**config.mk**
```make
export PLATFORM = sky130hd
export DESIGN_NAME = rv_frontend_pipe
export DESIGN_NICKNAME = d
export VERILOG_FILES = /design/src/rtl/rv_frontend_pipe.sv
export SDC_FILE = /design/constraint.sdc
export NUM_CORES = 1
export LEC_CHECK = 0
export CAP_MARGIN = 20
export CORE_AREA = 10 10 186 188
export DETAILED_ROUTE_END_ITERATION = 8
export DIE_AREA = 0 0 196 198
export PLACE_DENSITY_LB_ADDON = 0.25
export SYNTH_ARGS = -nofsm -noshare
export SYNTH_HDL_FRONTEND = slang
export SYNTH_SLANG_ARGS = --single-unit
```
**constraint.sdc**
```tcl
create_clock -name clk -period 5.55 [get_ports clk]
set_clock_uncertainty 0.05 [all_clocks]
set_input_delay 1.11 -clock clk [delete_from_list [all_inputs] [get_ports clk]]
set_output_delay 1.11 -clock clk [all_outputs]
set_load 0.02 [all_outputs]
```
**src/rtl/rv_frontend_pipe.sv**
```systemverilog
// RV32I front-end pipeline registers: PC, IF/ID and ID/EX with stall, flush and redirect handling.
// Optional performance counters are built when PIPE_PERF_CNT_EN is defined.
module rv_frontend_pipe #(
  parameter logic [31:0] RESET_PC  = 32'h0000_0000,
  parameter logic [31:0] NOP_INSTR = 32'h0000_0013
) (
  input  logic        clk,
  input  logic        rst,
  input  logic        PCWrite,
  input  logic        stall_IF_ID,
  input  logic        flush_IF_ID,
  input  logic        flush_ID_EX,
  input  logic        branch_taken_ID,
  input  logic [31:0] branch_target_ID,
  input  logic [31:0] instr_IF,
  input  logic [4:0]  ctrl_ID,
  input  logic [31:0] imm_ID,
  input  logic [31:0] rs1_data_ID,
  input  logic [31:0] rs2_data_ID,
  output logic [31:0] pc_IF,
  output logic [31:0] instr_ID,
  output logic [31:0] pc_ID,
  output logic        valid_ID,
  output logic [4:0]  rs1_ID,
  output logic [4:0]  rs2_ID,
  output logic [31:0] pc_EX,
  output logic [31:0] imm_EX,
  output logic [31:0] rs1_data_EX,
  output logic [31:0] rs2_data_EX,
  output logic [4:0]  rs1_EX,
  output logic [4:0]  rs2_EX,
  output logic [4:0]  rd_EX,
  output logic [4:0]  ctrl_EX,
  output logic        MemRead_EX,
  output logic        RW_EX,
  output logic        valid_EX,
  output logic [31:0] stall_cnt,
  output logic [31:0] flush_cnt
);

  logic redirect;
  logic flush_if;

  // A branch only redirects when it is a real instruction and the PC is allowed to move.
  assign redirect = branch_taken_ID & valid_ID & PCWrite;
  assign flush_if = flush_IF_ID | redirect;

  assign rs1_ID     = instr_ID[19:15];
  assign rs2_ID     = instr_ID[24:20];
  assign MemRead_EX = ctrl_EX[0];
  assign RW_EX      = ctrl_EX[2];

  always_ff @(posedge clk) begin
    if (rst) begin
      pc_IF <= RESET_PC;
    end else if (PCWrite) begin
      pc_IF <= redirect ? branch_target_ID : pc_IF + 32'd4;
    end
  end

  always_ff @(posedge clk) begin
    if (rst) begin
      instr_ID <= NOP_INSTR;
      pc_ID    <= 32'h0;
      valid_ID <= 1'b0;
    end else if (flush_if) begin
      instr_ID <= NOP_INSTR;
      valid_ID <= 1'b0;
    end else if (!stall_IF_ID) begin
      instr_ID <= instr_IF;
      pc_ID    <= pc_IF;
      valid_ID <= 1'b1;
    end
  end

  always_ff @(posedge clk) begin
    if (rst) begin
      ctrl_EX     <= 5'h0;
      rd_EX       <= 5'h0;
      rs1_EX      <= 5'h0;
      rs2_EX      <= 5'h0;
      valid_EX    <= 1'b0;
      pc_EX       <= 32'h0;
      imm_EX      <= 32'h0;
      rs1_data_EX <= 32'h0;
      rs2_data_EX <= 32'h0;
    end else if (flush_ID_EX) begin
      ctrl_EX  <= 5'h0;
      rd_EX    <= 5'h0;
      rs1_EX   <= 5'h0;
      rs2_EX   <= 5'h0;
      valid_EX <= 1'b0;
    end else begin
      ctrl_EX     <= valid_ID ? ctrl_ID : 5'h0;
      // Non-writing instructions never expose rd, so they cannot cause a false load-use stall.
      rd_EX       <= (valid_ID & ctrl_ID[2]) ? instr_ID[11:7] : 5'h0;
      rs1_EX      <= rs1_ID;
      rs2_EX      <= rs2_ID;
      valid_EX    <= valid_ID;
      pc_EX       <= pc_ID;
      imm_EX      <= imm_ID;
      rs1_data_EX <= rs1_data_ID;
      rs2_data_EX <= rs2_data_ID;
    end
  end

`ifdef PIPE_PERF_CNT_EN
  always_ff @(posedge clk) begin
    if (rst) begin
      stall_cnt <= 32'h0;
      flush_cnt <= 32'h0;
    end else begin
      if (!PCWrite) begin
        stall_cnt <= stall_cnt + 32'd1;
      end
      if (flush_if | flush_ID_EX) begin
        flush_cnt <= flush_cnt + 32'd1;
      end
    end
  end
`else
  assign stall_cnt = 32'h0;
  assign flush_cnt = 32'h0;
`endif

endmodule

```
==> impl_metrics.tcl <==
set metrics [dict create \
    core.rowCount 65 \
    fin_nets 1615 \
    die_h_um 198 \
    drc 0 \
    drt-total-wl_um 37260 \
    netlist_instances 1066 \
    finalCritPeriodShare 0.5823 \
    finalSetupViolCount 0 \
    hpwl_um 27970 \
    cp.buffers_inverters 2 \
    irDropWorstVdd_v 0.0002361 \
    grt_util_all_layers 0.1785 \
    antenna_found_initial 5 \
    crit_type "in2reg" \
    period_needed_ns 3.232 \
    ys.flop_type "dfxtp_1" \
    design.core.area_um2 31070 \
    grt_max_degree 114 \
    holdBufCountCts 0 \
    synthTopCellsByCount "246 x dfxtp_1, 172 x nor2_1, 160 x mux2i_1" \
    cp_slowest_cell "clkdlybuf4s50_1" \
    drtAntennaViolNets 0 \
    worstSetupEndpoint "pc_IF[28]" \
    die_area_um2 38810 \
    clock.fmax_mhz 309.4 \
    htreeDepth 1 \
    p_total_mw 4.432 \
    tightest_slew_ns 0.9426 \
    fin_util 0.4883 \
    gr-total-overflow 0 \
    cts_tree "yes" \
    syn_area_um2 9938 \
    drv_cap 0 \
    first_iter_violations 504 \
    ys_seq_area_frac 0.4955 \
    critPathLaunch "PCWrite" \
    path_cells "clkdlybuf4s50_1 -> inv_1 -> or3_1 -> or4_1 -> a31oi_1" \
    n_fill_cell 2926 \
    ios 494 \
    tns_ns 0 \
    outcome "complete, no violations" \
    gp_congestion 0.7949 \
    reg2reg_slack_ns 2.94 \
    postCtsSetupRepairBufs 0 \
    cts_root_buf "clkbuf_16" \
    wl_per_cell_um 19.94 \
    cpLargestDelayFamily "buffers and inverters" \
    worstRegToRegCells 5 \
    cp.arrival_ns 3.65 \
    cp-end-kind "flop" \
    worst-path-max-fanout 22 \
    ys_async_sr_fraction 0 \
    hp-class "reg2reg" \
    die_w_um 196 \
    cts.clk_slew.worst_paths_ns 0.06 \
    r2r_start "pc_IF[2]" \
    required_ns 5.97 \
    clockBufferDepth 3 \
    slew_headroom 0.3693 \
    power.leakage_nw 5.978 \
    hold_viol 0 \
    worst_r2r_endpoint "pc_IF[28]" \
    start_util 0.3199 \
    timing.hold.ws_ns 0.4179 \
    drive_gt1_frac 0.04372 \
    powerDensity_nw_per_um2 292.2 \
    synth_top_area_share 0.4955 \
    viasPerCell 4.683 \
    cts_buffers 28 \
    drv_slew 0 \
    slowest_delay_ns 0.96 \
    synth_cell_type_count 51 \
    startpoint_type "primary input" \
    synth_seq_cells 246 \
    layout.cells.non_filler 1868 \
    avgSynthCellArea_um2 9.323 \
    drtPass1Iterations 5 \
    numPortBuffers 429 \
    numClockSinks 246 \
    grt_pass1_wl_um 55190 \
    synth_area_leader_cell "dfxtp_1" \
    vias 8747 \
    synth_edf_count 0 \
    dp_cells 1814 \
    area_delta_synth_final_pct 52.65 \
    synth_most_common_cell "dfxtp_1" \
    cp.depth 5 \
    ys_warn_count 0 \
    grt_pass1_vias 8858 \
    clock_latency_ns 0.55 \
    post_cts_resized 0 \
    rsz0062_at_grt "no" \
    synthTopCellsByArea "dfxtp_1 50%, mux2i_1 16%, nor2_1 6.5%" \
]
==> placed cells by master, fill, tap and decap left out, drive strengths merged, types with 3 or more instances in the layout <==
master,n
clkdlybuf4s50,426
bufinv,4
a311oi,4
a31oi,6
inv,6
nand2b,3
and3,15
nor2,172
a211o,4
buf,11
and4,3
or4,11
and2,16
or3,10
nor4,8
o311ai,5
dfxtp,246
conb,64
nand2,86
nand3,16
mux2i,160
a32o,3
clkinv,5
a22oi,6
nand4,11
clkbuf,43
a211oi,11
o22ai,4
o21ai,24
nor2b,5
a21oi,47
nor3,7
==> logic make-up after synthesis <==
family / synth area share
compound gates: 0.08372
fa+ha+maj: 0.001259
buf+inv: 0.08951
flops: 0.4955
mux: 0.1623
other cells: 0.0003773
simple gates: 0.1673
==> registers in the layout, indices dropped and copies added (netlist names) <==
register and count:
rs1_data_EX 32, ctrl_EX 5, imm_EX 32, pc_EX 32
valid_EX 1, rs1_EX 5, valid_ID 1, pc_IF 32
instr_ID 32, pc_ID 32, rd_EX 5, rs2_data_EX 32
rs2_EX 5
==> per-layer routing <==
layer | vias up | track usage | part of all wire
li1 | 4288 | - | -
met1 | 4064 | 0.1958 | 0.39
met2 | 351 | 0.3162 | 0.50
met3 | 40 | 0.07424 | 0.10
met4 | 4 | 0.03563 | 0.017
met5 | - | 0 | 0.00081
==> stage by stage <==
stage                     cell area, µm²  worst slack [ns]
after floorplan                    10170             2.944
after global placement             14170             1.869
after detailed placement           14170             1.796
after CTS                          15170             2.358
after global routing               15170             2.152
final                              15170             2.318
==> report_power, final <==
part           switching [mW]  internal [mW]  total, mW
sequential             0.0481           1.83       1.88
clock                   0.754           1.22       1.98
combinational           0.297          0.283      0.581
total                    1.10           3.33       4.43
==> area by class of cell <==
| type | instances | area (µm²) | share of cell area |
|---|---|---|---|
| Antenna cell | 2 | 5.005 | 0.0003299 |
| Clock buffer | 43 | 837.1 | 0.05518 |
| Clock inverter | 9 | 160.2 | 0.01056 |
| Inverter | 6 | 22.52 | 0.001485 |
| Multi-Input combinational cell | 723 | 4367 | 0.2878 |
| Sequential cell | 246 | 4925 | 0.3246 |
| Tap cell | 402 | 503.0 | 0.03315 |
| Timing Repair Buffer | 437 | 4352 | 0.2868 |
==> worst min-delay path by stage <==
stage / cells after the start / end / from
after global placement: 1 / instr_ID[0] / instr_ID[0]
after CTS: 1 / instr_ID[1] / instr_ID[1]
after detailed placement: 1 / instr_ID[0] / instr_ID[0]
after floorplan: 2 / pc_ID[0] / pc_IF[0]
after global routing: 2 / pc_ID[16] / pc_ID[16]
final: 1 / instr_ID[0] / instr_ID[0]
Power figures use the tool's default switching activity.
==> RTL edit: new RTL, config.mk and constraints unchanged <==
Register the input `branch_target_ID` before use, without a reset. The logic sees it one clock later. The other inputs are not delayed to match.
--- a/src/rtl/rv_frontend_pipe.sv
+++ b/src/rtl/rv_frontend_pipe.sv
@@ -38,6 +38,12 @@
   output logic [31:0] flush_cnt
 );
 
+  logic [31:0] branch_target_ID_q;
+
+  always_ff @(posedge clk) begin
+    branch_target_ID_q <= branch_target_ID;
+  end
+
   logic redirect;
   logic flush_if;
 
@@ -54,7 +60,7 @@
     if (rst) begin
       pc_IF <= RESET_PC;
     end else if (PCWrite) begin
-      pc_IF <= redirect ? branch_target_ID : pc_IF + 32'd4;
+      pc_IF <= redirect ? branch_target_ID_q : pc_IF + 32'd4;
     end
   end
 
Behaviour: not the same (Yosys sat finds a counterexample within 4 cycles, from zero or initial values and one cycle with rst high).
==> RTL edit against the unedited design <==
Core utilization increased by 1.7 points. Sequential cell count increased by 32. Register-to-register slack improved by 0.05 ns. Area after synthesis increased by 5.2%. Setup slack improved by 0.093 ns. Routed wire length decreased by 3.3%. Via count decreased by 1.1%. Power increased by 5.3%. Non-clock buffer count increased by 3. Design area increased by 3.5%. First-iteration DRC count increased by 8.5%. Hold slack got worse by 0.018 ns. Sequential share of layout area increased by 3.0 points. Highest routed layer is now met4.
==> RTL edit: results (changes against the unedited design) <==
- Most frequent cells after synthesis: 278 x dfxtp_1, 175 x nor2_1, 160 x mux2i_1 (was 246 x dfxtp_1, 172 x nor2_1, 160 x mux2i_1)
- Critical path fanouts, max: 43 (was 22)
- Mux cell area share after synthesis: 15.42% (was 16.23%)
- 1st-iter DRT viols: 547 (was 504)
- Cell variety after synth: 47 (was 51)
- Gpl congestion: 0.8367 (was 0.7949)
- Met3 Wirelength: 3.275 mm (was 3.790 mm)
- Int Power: 3.546 mW (was 3.333 mW)
- WHS: 0.3998 ns (was 0.4179 ns)
- Initial antenna violation count: 0 (was 5)
- NonClk Buf Share: 27.99% (was 28.68%)
- Status: complete, no violations (unchanged)
- Multi-In Gates: 711 (was 723)
- Max stage delay on crit path: 0.60 ns (was 0.96 ns)
- Nets: 1640 (was 1615)
- Crit Reg-Reg Startpoint: valid_ID$_SDFFE_PP0N_ (was pc_IF[2]$_SDFFE_PP0P_)
- Synth Area in Adders: 0.1196% (was 0.1259%)
- Ant diodes: 0 (was 2)
- First-pass GRT wire length: 53.39 mm (was 55.19 mm)
- R2R Setup Slk: 2.99 ns (was 2.94 ns)
- CTS Buf Count: 30 (was 28)
- Post-Route WL: 36.03 mm (was 37.26 mm)
- Fraction of layout cells with a size suffix above 1: 4.304% (was 4.372%)
- Arrival time worst endpoint: 3.49 ns (was 3.65 ns)
- Wl on met1: 14.90 mm (was 14.35 mm)
- Hold Crit Depth: 2 (was 1)
- DR WL met2: 17.47 mm (was 18.47 mm)
- Area of placed instances: 14700 sq um (was 14170 sq um)
- Peak supply drop: 0.2021 mV (was 0.2361 mV)
- Met2 Usage GRT: 28.70% (was 31.62%)
- Mean routed wirelength per cell: 19.07 um (was 19.94 um)
- Worst Hold End: pc_IF[28]$_SDFFE_PP0P_ (was instr_ID[0]$_SDFFE_PP1N_)
- Leakage: 6.287 nW (was 5.978 nW)
- Multi-input combinational area share: 26.91% (was 28.78%)
- Largest net degree at the start of global routing: 81 (was 114)
- DP Worst Slack: 1.856 ns (was 1.796 ns)
- Met3 usage: 5.885% (was 7.424%)
- Synth Area in Compound Gates: 7.345% (was 8.372%)
- Top Layer Used: met4 (was met5)
- Critical path's slowest cell: or3_1 (was clkdlybuf4s50_1)
- Comb pwr share: 12.3% (was 13.1%)
- Final-layout clock buffer total: 48 (was 43)
- Hold path start: branch_target_ID_q[28]$_DFF_P_ (was instr_ID[0]$_SDFFE_PP1N_)
## RTL edit: cell types whose count changed after synthesis, sizes merged, moves of 8 or more
cell,before,now
dfxtp,246,278
or4,11,1
nand2,86,94
clkbuf,59,48
a21oi,47,59
buf,95,104
## RTL edit: worst max path at each step
stage / startpoint / slack [ns] / endpoint / cells after the start
3_5_place_dp: branch_taken_ID / 1.86 / valid_ID$_SDFFE_PP0N_ / 8
4_1_cts: branch_taken_ID / 2.42 / valid_ID$_SDFFE_PP0N_ / 8
3_3_place_gp: branch_taken_ID / 1.94 / valid_ID$_SDFFE_PP0N_ / 8
6_report: branch_taken_ID / 2.41 / valid_ID$_SDFFE_PP0N_ / 8
5_1_grt: branch_taken_ID / 2.24 / valid_ID$_SDFFE_PP0N_ / 8
2_1_floorplan: stall_IF_ID / 3.20 / instr_ID[10]$_SDFFE_PP0N_ / 4
